## src/rtl/gray_stream_monitor_pkg.sv

```systemverilog
// Shared types and constants for the Gray-stream monitor: FSM encoding,
// error-counter ceiling and the seven-segment glyph table.
package gray_stream_monitor_pkg;

  typedef enum logic [1:0] {
    S_INIT  = 2'd0,
    S_TRACK = 2'd1,
    S_FAULT = 2'd2
  } state_t;

  localparam logic [7:0] ERR_CNT_MAX = 8'd255;

  // Active-high glyphs, bit order {g,f,e,d,c,b,a}, digits 0..F.
  localparam logic [6:0] SEG_TABLE [16] = '{
    7'h3F, 7'h06, 7'h5B, 7'h4F, 7'h66, 7'h6D, 7'h7D, 7'h07,
    7'h7F, 7'h6F, 7'h77, 7'h7C, 7'h39, 7'h5E, 7'h79, 7'h71
  };

  function automatic logic [6:0] seg_pattern(input logic [3:0] digit,
                                             input logic       active_low);
    seg_pattern = active_low ? ~SEG_TABLE[digit] : SEG_TABLE[digit];
  endfunction

endpackage

```

## src/rtl/gray_stream_monitor_if.sv

```systemverilog
// Bundle between the Gray counter side (master) and the monitor (slave).
interface gray_stream_monitor_if #(
  parameter int W = 3
);
  logic [W-1:0] gray_in;
  logic         ack_err;
  logic [W-1:0] bin_out;
  logic [6:0]   seg;
  logic         step;
  logic         dir_up;
  logic         step_err;
  logic         err_sticky;
  logic [7:0]   err_count;
  logic         valid;

  modport master (
    output gray_in, ack_err,
    input  bin_out, seg, step, dir_up, step_err, err_sticky, err_count, valid
  );

  modport slave (
    input  gray_in, ack_err,
    output bin_out, seg, step, dir_up, step_err, err_sticky, err_count, valid
  );
endinterface

```

## src/rtl/gray_stream_monitor_gray_sync.sv

```systemverilog
// Plain multi-flop synchroniser for a Gray word arriving from another clock
// domain; Gray coding guarantees at most one bit is in flight per change.
module gray_sync #(
  parameter int W           = 3,
  parameter int SYNC_STAGES = 2
) (
  input  logic         clk,
  input  logic         clr,
  input  logic [W-1:0] i_d,
  output logic [W-1:0] o_q
);

  logic [W-1:0] r_sync [SYNC_STAGES];

  // NOTE: every stage is reset, so the first post-reset sample can never be stale pre-reset data.
  always_ff @(posedge clk or negedge clr) begin
    if (!clr) begin
      for (int i = 0; i < SYNC_STAGES; i++) r_sync[i] <= '0;
    end else begin
      r_sync[0] <= i_d;
      for (int i = 1; i < SYNC_STAGES; i++) r_sync[i] <= r_sync[i-1];
    end
  end

  assign o_q = r_sync[SYNC_STAGES-1];

endmodule

```

## src/rtl/gray_stream_monitor.sv

```systemverilog
// Gray-stream monitor: synchronises a slow Gray word, converts it to binary,
// drives a seven-segment digit and flags illegal multi-bit transitions.
module gray_stream_monitor
  import gray_stream_monitor_pkg::*;
#(
  parameter int W              = 3,
  parameter int SYNC_STAGES    = 2,
  parameter bit SEG_ACTIVE_LOW = 1'b1
) (
  input  logic                 clk,
  input  logic                 clr,
  gray_stream_monitor_if.slave bus
);

  localparam int WAIT_W = $clog2(SYNC_STAGES + 1);

  function automatic logic [W-1:0] gray2bin(input logic [W-1:0] g);
    logic [W-1:0] b;
    b[W-1] = g[W-1];
    for (int i = W - 2; i >= 0; i--) b[i] = b[i+1] ^ g[i];
    return b;
  endfunction

  state_t            r_state;
  logic [WAIT_W-1:0] r_wait;
  logic [W-1:0]      r_g_prev;
  logic [W-1:0]      r_bin_out;
  logic [6:0]        r_seg;
  logic              r_step;
  logic              r_dir_up;
  logic              r_step_err;
  logic              r_err_sticky;
  logic [7:0]        r_err_count;
  logic              r_valid;

  logic [W-1:0]      w_g_s;
  logic [W-1:0]      w_diff;
  logic [W-1:0]      w_bin_s;
  logic              w_change;
  logic              w_illegal;
  logic              w_dir_up;

  gray_sync #(
    .W           (W),
    .SYNC_STAGES (SYNC_STAGES)
  ) u_sync (
    .clk (clk),
    .clr (clr),
    .i_d (bus.gray_in),
    .o_q (w_g_s)
  );

  // NOTE: every w_ signal is assigned on every pass, so no latch can be inferred.
  always_comb begin
    w_diff    = w_g_s ^ r_g_prev;
    w_change  = |w_diff;
    // More than one bit set <=> clearing the lowest set bit leaves something.
    w_illegal = |(w_diff & (w_diff - 1'b1));
    w_bin_s   = gray2bin(w_g_s);
    w_dir_up  = (w_bin_s == r_bin_out + 1'b1);
  end

  // NOTE: non-blocking assignments only, so every branch reads pre-edge state.
  always_ff @(posedge clk or negedge clr) begin
    if (!clr) begin
      r_state      <= S_INIT;
      r_wait       <= '0;
      r_g_prev     <= '0;
      r_bin_out    <= '0;
      r_seg        <= seg_pattern(4'd0, SEG_ACTIVE_LOW);
      r_step       <= 1'b0;
      r_dir_up     <= 1'b0;
      r_step_err   <= 1'b0;
      r_err_sticky <= 1'b0;
      r_err_count  <= '0;
      r_valid      <= 1'b0;
    end else begin
      r_step     <= 1'b0;
      r_step_err <= 1'b0;
      case (r_state)
        S_INIT: begin
          // Let the synchroniser flush before trusting g_s as a baseline.
          if (r_wait == WAIT_W'(SYNC_STAGES)) begin
            r_g_prev  <= w_g_s;
            r_bin_out <= w_bin_s;
            r_seg     <= seg_pattern(4'(w_bin_s), SEG_ACTIVE_LOW);
            r_valid   <= 1'b1;
            r_state   <= S_TRACK;
          end else begin
            r_wait <= r_wait + 1'b1;
          end
        end
        S_TRACK, S_FAULT: begin
          if (w_change) begin
            r_g_prev  <= w_g_s;
            r_bin_out <= w_bin_s;
            r_seg     <= seg_pattern(4'(w_bin_s), SEG_ACTIVE_LOW);
            if (w_illegal) begin
              r_step_err   <= 1'b1;
              r_err_sticky <= 1'b1;
              r_state      <= S_FAULT;
              if (r_err_count != ERR_CNT_MAX) r_err_count <= r_err_count + 1'b1;
            end else begin
              r_step   <= 1'b1;
              r_dir_up <= w_dir_up;
            end
          end
          // A fresh error in the same cycle outranks the acknowledge.
          if (r_state == S_FAULT && bus.ack_err && !(w_change && w_illegal)) begin
            r_err_sticky <= 1'b0;
            r_state      <= S_TRACK;
          end
        end
        default: r_state <= S_INIT;
      endcase
    end
  end

  assign bus.bin_out    = r_bin_out;
  assign bus.seg        = r_seg;
  assign bus.step       = r_step;
  assign bus.dir_up     = r_dir_up;
  assign bus.step_err   = r_step_err;
  assign bus.err_sticky = r_err_sticky;
  assign bus.err_count  = r_err_count;
  assign bus.valid      = r_valid;

endmodule

```

## src/flat_wrapper.sv

```systemverilog
// flat-port wrapper written by rule: the top's interface ports become plain ports
module gray_stream_monitor_flat import gray_stream_monitor_pkg::*;
#(
  parameter int W              = 3,
  parameter int SYNC_STAGES    = 2,
  parameter bit SEG_ACTIVE_LOW = 1'b1
)
  (clk, clr, bus_gray_in, bus_ack_err, bus_bin_out, bus_seg, bus_step, bus_dir_up, bus_step_err, bus_err_sticky, bus_err_count, bus_valid);
  gray_stream_monitor_if #(.W(W)) bus_i ();
  input  logic clk;
  input  logic clr;
  input wire logic [$bits(bus_i.gray_in)-1:0] bus_gray_in;
  input wire logic [$bits(bus_i.ack_err)-1:0] bus_ack_err;
  output wire logic [$bits(bus_i.bin_out)-1:0] bus_bin_out;
  output wire logic [$bits(bus_i.seg)-1:0] bus_seg;
  output wire logic [$bits(bus_i.step)-1:0] bus_step;
  output wire logic [$bits(bus_i.dir_up)-1:0] bus_dir_up;
  output wire logic [$bits(bus_i.step_err)-1:0] bus_step_err;
  output wire logic [$bits(bus_i.err_sticky)-1:0] bus_err_sticky;
  output wire logic [$bits(bus_i.err_count)-1:0] bus_err_count;
  output wire logic [$bits(bus_i.valid)-1:0] bus_valid;
  assign bus_i.gray_in = bus_gray_in;
  assign bus_i.ack_err = bus_ack_err;
  assign bus_bin_out = bus_i.bin_out;
  assign bus_seg = bus_i.seg;
  assign bus_step = bus_i.step;
  assign bus_dir_up = bus_i.dir_up;
  assign bus_step_err = bus_i.step_err;
  assign bus_err_sticky = bus_i.err_sticky;
  assign bus_err_count = bus_i.err_count;
  assign bus_valid = bus_i.valid;
  gray_stream_monitor #(.W(W), .SYNC_STAGES(SYNC_STAGES), .SEG_ACTIVE_LOW(SEG_ACTIVE_LOW)) u_core (.clk(clk), .clr(clr), .bus(bus_i));
endmodule
```

## config.mk

```make
export PLATFORM = sky130hd
export DESIGN_NAME = gray_stream_monitor_flat
export DESIGN_NICKNAME = d
export VERILOG_FILES = /design/src/rtl/gray_stream_monitor_pkg.sv /design/src/rtl/gray_stream_monitor_if.sv /design/src/rtl/gray_stream_monitor_gray_sync.sv /design/src/rtl/gray_stream_monitor.sv /design/src/flat_wrapper.sv
export SDC_FILE = /design/constraint.sdc
export NUM_CORES = 1
export LEC_CHECK = 0
export CORE_MARGIN = 2
export CORE_UTILIZATION = 33
export DETAILED_ROUTE_END_ITERATION = 10
export GPL_ROUTABILITY_DRIVEN = 0
export GPL_TIMING_DRIVEN = 0
export PLACE_DENSITY_LB_ADDON = 0.1
export SETUP_SLACK_MARGIN = 0.5
export SYNTH_ARGS = -nofsm -noshare
export SYNTH_HDL_FRONTEND = slang
export SYNTH_SLANG_ARGS = --single-unit
```

## constraint.sdc

```tcl
create_clock -name clk -period 2.1 [get_ports clk]
set_input_delay 0.42 -clock clk [delete_from_list [all_inputs] [get_ports clk]]
set_output_delay 0.42 -clock clk [all_outputs]
set_load 0.02 [all_outputs]
```

==> summary.md <==
| Metric | Value |
|---|---|
| # IOs | 29 |
| DR vias | 1313 |
| LEAKAGE | 0.00121 µW |
| Post-DP Area | 2200 µm² |
| Die area | 5990 µm² |
| Mean Syn Cell Area | 11.5 µm² |
| Largest net degree at the start of global routing | 36 |
| Slowest Stage Delay on Critical Path | 0.51 ns |
| Worst reg2reg startpoint | u_core.r_state[0]$_DFFE_PN0P_ |
| Chip Height | 77.4 µm |
| Finished Cell Area | 2590 µm² |
| WP data required | 2.28 ns |
| Clk_lat worst skew | 0.28 ns |
| DPL Wire Length | 2350 µm |
| Top cells by area, synth | dfrtp_1 48%, ha_1 7.7%, mux2_4 6.8% |
| NumNets Final | 229 |
| Initial antenna violation count | 0 |
| Fraction of layout cells with a size suffix above 1 | 35.2% |
| Critical Path End Type | flop |
| DR vias/cell | 4.64 |
| Worst-path clk slew | 0.08 ns |
| Most numerous cell in the Yosys netlist | dfrtp_1 |
| Initial core utilization | 34.6% |
| # diodes | 0 |
| Critical path cell sequence | inv_2, ha_4, inv_2, or4_4, nand2_4, clkbuf_16, mux2_4 |
| Hold Vio Cnt, Final | 0 |
| H-Tree Depth | 2 |
| Slowest CP cell | or4_4 |
| Fin. max-slew vios | 0 |
| Post-synth EDFFs | 0 |
| DRC Markers | 0 |
| Peak VDD IR | 0.922 mV |
| Slew HR | 47.0% |
| CP Launch Type | flop |
| Worst EP arrival | 2.08 ns |
| Average routed wire per standard cell | 13.3 µm |
| Max Cap Violations | 0 |
| CTS Hold Bufs | 0 |
| RSZ-0062 raised after global routing | yes |
| Crit path max fanout | 5 |
| Clock buffer depth | 2 |
| Post-synthesis sequential area ratio | 49.4% |
| Yosys top cell by area | dfrtp_1 |
| Worst min path class | input pin to asynchronous set/reset pin |
| Synthesis Warnings | 0 |
| Clock Skews | 0.00693 ns |
| # clock sinks | 35 |
| Routed Antenna Nets | 0 |
| Syn_nets | 171 |
| IO buf count | 28 |
| Status | finished clean |
| Reg area | 878 µm² |
| Multi-input logic area | 977 µm² |
| Most frequent cells after synthesis | 34 x dfrtp_1, 14 x nand2_1, 12 x xnor2_1, 11 x ha_1, 9 x inv_1 |
| Drt pass-1 iters | 4 |
| Minimum clock period | 1.90 ns |
| Area grow syn2layout | 45.7% |
| CTS tree | built |
| CTS Buf Count | 5 |
| Gr ovfl total | 0 |
| Final core utilization | 50.4% |
| Final worst path period share | 90.5% |
| Core ar. | 5140 µm² |
| Seq cells post-synth | 35 |
| Synth Instances | 154 |
| Crit-path most repeated cell | inv_2 |
| Yosys top cell area share | 47.9% |
| First-pass GRT wire length | 6640 µm |
| WS Path Type | flop to flop |
| GRT Total Usage | 13.8% |
| Crit path from | u_core.r_state[0]$_DFFE_PN0P_ |
| TNS Setup | 0 ns |
| Cell Rows | 26 |
| Synth Flop Type | dfrtp_1 |
| Die W | 77.4 µm |
| Max frequency | 526 MHz |
| DRT Wirelength | 3770 µm |
| # fillers | 494 |
| Worst-Margin Slew | 0.795 ns |
| Cell area after synthesis | 1780 µm² |
| CTS root buffer | clkbuf_8 |
| Asr flop ratio synth | 100% |
| Final setup viols | 0 |
| Starting DRT DRC Count | 82 |
| Distinct cells, synth | 38 |
| Vias in the first global route | 1372 |
| Pwr Density | 1380 nW/µm² |
## critical path, delay by kind of cell (launching register included)
kind | cells | cell delay, ns
and+or+nand+nor | 2 | 0.62
adders and majority gates | 1 | 0.27
DFF | 1 | 0.37
muxes | 1 | 0.29
buffers and inverters | 3 | 0.24
## power by group
group	leakage (µW)	internal, µW	switching (µW)	total (µW)
Sequential	0.000419	875	161	1040
Clock	0.0000422	233	247	480
Combinational	0.000748	1070	975	2040
## flip-flops by register name, indices dropped and copies added (netlist names), 2 cells and up
register and flops:
u_core.bus.bin_out 3, u_core.u_sync.r_sync 3, u_core.u_sync.o_q 3, u_core.r_state 2, u_core.bus.err_count 8, u_core.r_wait 2
u_core.r_g_prev 2, u_core.bus.seg 7
## routing by layer
layer / vias to the layer above / GRT usage [%] / part of all wire, %
li1: 635 / - / -
met1: 642 / 18.3 / 48
met2: 30 / 21.6 / 47
met3: 6 / 3.95 / 4.2
met4: 0 / 4.64 / 1.5
met5: - / 0 / 0
## logic make-up (layout without fill, tap and decap cells)
family | Yosys count | count (layout) | share of synthesized area [%]
buf+inv | 17 | 76 | 5.28
simple gates | 45 | 45 | 13.0
compound gates | 16 | 16 | 6.27
flops | 35 | 35 | 49.4
xor+xnor | 16 | 16 | 7.89
fa+ha+maj | 12 | 12 | 8.38
mux | 13 | 13 | 9.79
## what timing repair did
action | in CTS | in global routing
resized for setup | 46 | 15
buffers inserted | 18 | 4
gates cloned | 0 | 1
pin swaps | 10 | 6
endpoints found under the setup margin | 46 | 25
## cell usage in the layout (no fill, tap or decap), types with 3 or more instances in the layout
master	instances
a21oi_1	4
buf_4	18
buf_6	8
clkbuf_1	3
clkbuf_8	5
clkdlybuf4s50_1	4
dfrtp_1	33
dlygate4sd2_1	21
ha_1	9
inv_1	5
inv_2	4
mux2_4	11
nand2_1	13
nand4_1	4
nor2_1	7
nor2b_1	3
xnor2_1	9
## cell type report
| cell class | count | share of cell area, % |
|---|---|---|
| plain buffers | 8 | 3.00 |
| clock buffers | 7 | 2.95 |
| clock inverters | 1 | 0.193 |
| inverters | 9 | 1.30 |
| multi-input cells | 102 | 37.7 |
| flip-flops and latches | 35 | 33.9 |
| well taps | 70 | 3.38 |
| repair buffers | 51 | 17.5 |
## through the flow
stage	power (µW)	setup slack [ns]	hold WS (ns)	cells
after floorplan	2090	0.222	0.124	154
after global placement	2580	-0.183	0.334	252
after detailed placement	2610	0.115	0.341	252
after CTS	3320	0.220	0.249	278
after global routing	3810	0.132	0.282	283
final	3560	0.199	0.214	283
## final timing paths
| check | slack [ns] | endpoint | depth (start not counted) |
|---|---|---|---|
| max in group asynchronous | 1.33 | u_core.u_sync.o_q[0]$_DFF_PN0_ | 1 |
| min in group clk | 0.35 | u_core.u_sync.o_q[1]$_DFF_PN0_ | 0 |
| setup / recovery | 0.20 | u_core.bus.seg[4]$_DFFE_PN0P_ | 7 |
| setup reg to reg | 0.20 | u_core.bus.seg[4]$_DFFE_PN0P_ | 7 |
| hold / removal | 0.21 | u_core.bus.seg[2]$_DFFE_PN0P_ | 1 |
| hold reg to reg | 0.35 | u_core.u_sync.o_q[1]$_DFF_PN0_ | 0 |
Power figures use the tool's default switching activity.
